<file path="src/rtl/adder_accumulator_ctrl.sv">
// rtl/adder_accumulator_ctrl.sv - operand/accumulator control stage around a ripple adder
// Optional subtract mode selected by defining SUBTRACT_EN (adds the Sub input).
module adder_accumulator_ctrl #(
  parameter int WIDTH         = 16,
  parameter int SETTLE_CYCLES = 2
) (
  input  logic             Clk,
  input  logic             Reset,
  input  logic             Run,
  input  logic             ClearA_LoadB,
`ifdef SUBTRACT_EN
  input  logic             Sub,
`endif
  input  logic [WIDTH-1:0] SW,
  input  logic [WIDTH-1:0] S,
  input  logic             c_out,
  output logic [WIDTH-1:0] A_op,
  output logic [WIDTH-1:0] B_op,
  output logic             c_in,
  output logic             Carry,
  output logic             Busy,
  output logic             Done
);

  localparam logic [1:0] ST_IDLE     = 2'd0;
  localparam logic [1:0] ST_SETTLE   = 2'd1;
  localparam logic [1:0] ST_CAPTURE  = 2'd2;
  localparam logic [1:0] ST_WAIT_REL = 2'd3;

  localparam int CNT_W = (SETTLE_CYCLES > 1) ? $clog2(SETTLE_CYCLES) : 1;
  localparam logic [CNT_W-1:0] CNT_LOAD = CNT_W'(SETTLE_CYCLES - 1);

  logic [1:0]       state_q, state_d;
  logic [CNT_W-1:0] cnt_q, cnt_d;
  logic [WIDTH-1:0] a_q, a_d;
  logic [WIDTH-1:0] b_q, b_d;
  logic             carry_q, carry_d;
  logic             done_q, done_d;
  logic             run_prev_q, run_prev_d;
  logic             run_rise;
`ifdef SUBTRACT_EN
  logic             sub_q, sub_d;
`endif

  assign run_rise = Run & ~run_prev_q;

  always_comb begin
    state_d    = state_q;
    cnt_d      = cnt_q;
    a_d        = a_q;
    b_d        = b_q;
    carry_d    = carry_q;
    done_d     = 1'b0;
    run_prev_d = Run;
`ifdef SUBTRACT_EN
    sub_d      = sub_q;
`endif
    case (state_q)
      ST_IDLE: begin
        // Clear/load has priority over a simultaneous press; that press is consumed.
        if (ClearA_LoadB) begin
          a_d     = '0;
          b_d     = SW;
          carry_d = 1'b0;
        end else if (run_rise) begin
          state_d = ST_SETTLE;
          cnt_d   = CNT_LOAD;
`ifdef SUBTRACT_EN
          sub_d   = Sub;
`endif
        end
      end
      ST_SETTLE: begin
        if (cnt_q != '0) cnt_d = cnt_q - CNT_W'(1);
        else             state_d = ST_CAPTURE;
      end
      ST_CAPTURE: begin
        a_d     = S;
        carry_d = c_out;
        done_d  = 1'b1;
        state_d = ST_WAIT_REL;
      end
      ST_WAIT_REL: begin
        if (!Run) state_d = ST_IDLE;
      end
      default: state_d = ST_IDLE;
    endcase
  end

  // run_prev resets high so a button held through reset is not seen as a press.
  always_ff @(posedge Clk or posedge Reset) begin
    if (Reset) begin
      state_q    <= ST_IDLE;
      cnt_q      <= '0;
      a_q        <= '0;
      b_q        <= '0;
      carry_q    <= 1'b0;
      done_q     <= 1'b0;
      run_prev_q <= 1'b1;
`ifdef SUBTRACT_EN
      sub_q      <= 1'b0;
`endif
    end else begin
      state_q    <= state_d;
      cnt_q      <= cnt_d;
      a_q        <= a_d;
      b_q        <= b_d;
      carry_q    <= carry_d;
      done_q     <= done_d;
      run_prev_q <= run_prev_d;
`ifdef SUBTRACT_EN
      sub_q      <= sub_d;
`endif
    end
  end

  assign A_op  = a_q;
  assign Carry = carry_q;
  assign Done  = done_q;
  assign Busy  = (state_q == ST_SETTLE) || (state_q == ST_CAPTURE);
`ifdef SUBTRACT_EN
  assign B_op  = sub_q ? ~b_q : b_q;
  assign c_in  = sub_q;
`else
  assign B_op  = b_q;
  assign c_in  = 1'b0;
`endif

endmodule

</file>
<file path="config.mk">
export PLATFORM = sky130hd
export DESIGN_NAME = adder_accumulator_ctrl
export DESIGN_NICKNAME = d
export VERILOG_FILES = /design/src/rtl/adder_accumulator_ctrl.sv
export SDC_FILE = /design/constraint.sdc
export NUM_CORES = 1
export LEC_CHECK = 0
export ABC_CLOCK_PERIOD_IN_PS = 4270
export CAP_MARGIN = 20
export CORE_ASPECT_RATIO = 1.2
export CORE_MARGIN = 3
export CORE_UTILIZATION = 40
export DETAILED_ROUTE_END_ITERATION = 7
export PLACE_DENSITY_LB_ADDON = 0.2
export SETUP_SLACK_MARGIN = 0.15
export SYNTH_ARGS = -nofsm -noshare
export SYNTH_HDL_FRONTEND = slang
export SYNTH_SLANG_ARGS = --single-unit
</file>
<file path="constraint.sdc">
create_clock -name Clk -period 4.27 [get_ports Clk]
set_clock_uncertainty 0.05 [all_clocks]
set_input_delay 0.854 -clock Clk [delete_from_list [all_inputs] [get_ports Clk]]
set_output_delay 0.854 -clock Clk [all_outputs]
set_load 0.05 [all_outputs]
</file>
==> impl_metrics.ini <==
[outcome]
status = finished, final reports clean

[yosys]
ys_seq_area_share_pct = 61.67
synth-edff-count = 0
netlist_area_um2 = 1544
synthArstFlopShare_pct = 100.0
ys_types = 21
synth_ff_type = dfrtp_1
avgSynthCellArea_um2 = 15.60
ys_ff_latch = 38
yosysWarnings = 0
syn_nets = 141
yosys.area.top_type_share_pct = 59.97
synth_area_leader_cell = dfrtp_1
netlist_top_cells_count = 37 x dfrtp_1, 17 x a22o_2, 17 x mux2_2, 5 x ha_1, 5 x inv_1
yosys-top-cells-area = dfrtp_1 60%, mux2_2 12%, a22o_2 11%
post-synth-top-count-cell = dfrtp_1
synthCells = 99

[route]
vias = 1082
route.detailed.drc = 0
wl_um = 3445
drtIter0Drc = 47
antenna_left = 0
drtPass1Iterations = 4
vias_per_cell = 4.767
routedWlPerCell_um = 15.18

[sta]
setup_viol = 0
report.final.slew_viol_count = 0
relSlewSlack_pct = 39.89
hold_violations = 0
rsz0062_at_grt = false
fin_ws_ps = 1485
fin_crit_sh_pct = 65.21
max_slew.worst_pin.slew_ps = 884.2
max_freq_mhz = 359.1
finalSetupTns_ps = 0
period_needed_ps = 2785

[setup_path]
crit_required_ps = 3370
crit_path_end_kind = output pin
start_kind = flop
worstPathMaxFanout = 4
critPathKind = reg2out
crit_arrival_ps = 1880

[floorplanning]
die_w_um = 62.72
initial_utilization_pct = 42.14
fp.dieH_um = 74.06
floorplan.io_pins = 73
rows = 24
dieArea_um2 = 4645
fp.coreArea_um2 = 3664

[global_routing]
antenna_found_initial = 0
grt_pass1_vias = 1143
grt-ovfl-total = 0
grt_pass1_wl_um = 5727
grt_max_degree = 24
track_usage_pct = 15.83

[clock_network]
hold_buffers = 0
cts_setup_buffers = 0
htree_levels = 2
path_clk_slew_ps = 70
ctsResizeCount = 0
insertion_delay_ps = 290
clockBufferDepth = 2
ctsRootBufferMaster = clkbuf_8
clock_sinks = 38
cts_buffers = 5
cts_tree = done

[finish]
stdcell_count = 227
n_antenna_cell = 0
area_growth_pct = 55.11
drive_above_1_share_pct = 27.43
final_util_pct = 65.37
nets = 216

[hold_path]
hold_path.class = reg2reg

[power]
leakage_nw = 1.042
power_density_nw_per_um2 = 951.2
max-vdd-ir-drop_mv = 0.6546

[placement]
gp_congestion = 0.8193
io_buffers = 71
place.detailed.hpwl_um = 2560
dpl_worst_slack_ps = 1741
placed_cells = 219

[run]
maxCapViolCount = 0
## per-stage QoR
step	total power [W]	hold WS, ps	area (um2)
global placement	0.001963	438.7	2286
floorplan	0.001586	466.4	1544
global route	0.002392	467.3	2395
CTS	0.002300	458.1	2395
finish	0.002278	455.5	2395
detailed placement	0.001997	440.7	2286
## worst max-delay path, stage by stage, from the launching register on
cell	delay (ps)
dfrtp_1	400
inv_1	100
ha_1	300
clkdlybuf4s50_1	800
## logic make-up (layout without fill, tap and decap cells)
kind of cell,count (synthesis),after routing,share of synthesized area (%)
AND/OR/NAND/NOR,5,5,1.783
adder cells (fa/ha/maj),5,5,4.052
other,1,1,0.2429
buffers and inverters,9,85,3.890
AO/OA/AOI/OAI,22,22,14.42
multiplexers,19,19,13.94
flip-flops,38,38,61.67
## final cells by class
type	instances	area (um2)
timing repair buffer	72	718.2
inverter	5	18.77
clock buffer	5	68.82
multi-input combinational	52	531.8
tap	52	65.06
fill	279	1269
sequential	38	952.2
clock inverter	3	40.04
## path summary, 6_finish.rpt
| check | startpoint | endpoint | slack [ps] | depth (start not counted) |
|---|---|---|---|---|
| setup / recovery | state_q[0]$_DFFE_PP0P_ | Busy | 1490 | 3 |
| hold / removal | B_op[1]$_DFFE_PP0P_ | B_op[1]$_DFFE_PP0P_ | 460 | 1 |
| setup reg to reg | state_q[0]$_DFFE_PP0P_ | A_op[1]$_DFFE_PP0P_ | 2250 | 4 |
| hold reg to reg | B_op[1]$_DFFE_PP0P_ | B_op[1]$_DFFE_PP0P_ | 460 | 1 |
| max in group asynchronous | Reset | B_op[1]$_DFFE_PP0P_ | 2550 | 3 |
| min in group asynchronous | Reset | Carry$_DFFE_PP0P_ | 890 | 2 |
## metal layers
layer  wire length [um]  global-route usage [%]  up-vias
met5                  0                       0        -
met4                 35                   5.392        0
met3                193                   4.985        4
met2               1701                   24.41       47
met1               1514                   21.46      527
li1                   -                       -      504
## cell usage in the layout, fill, tap and decap left out, types with 2 or more instances in the layout
cell             count
ha_1                 5
clkbuf_8             5
inv_1                5
clkinv_2             2
dfrtp_1             37
clkdlybuf4s50_1     71
a22o_2              17
mux2_2              17
## where the power goes
| group | internal, W | switching (W) |
|---|---|---|
| Sequential | 0.000530 | 0.0000868 |
| Combinational | 0.000527 | 0.000839 |
| Clock | 0.000172 | 0.000122 |
## flip-flops by register name (all words and copies together), names as in the netlist
signal and cells:
state_q 2, B_op 16, run_prev_q 1, A_op 16
cnt_q 1, Carry 1, Done 1
(Power assumes the default switching activity.)
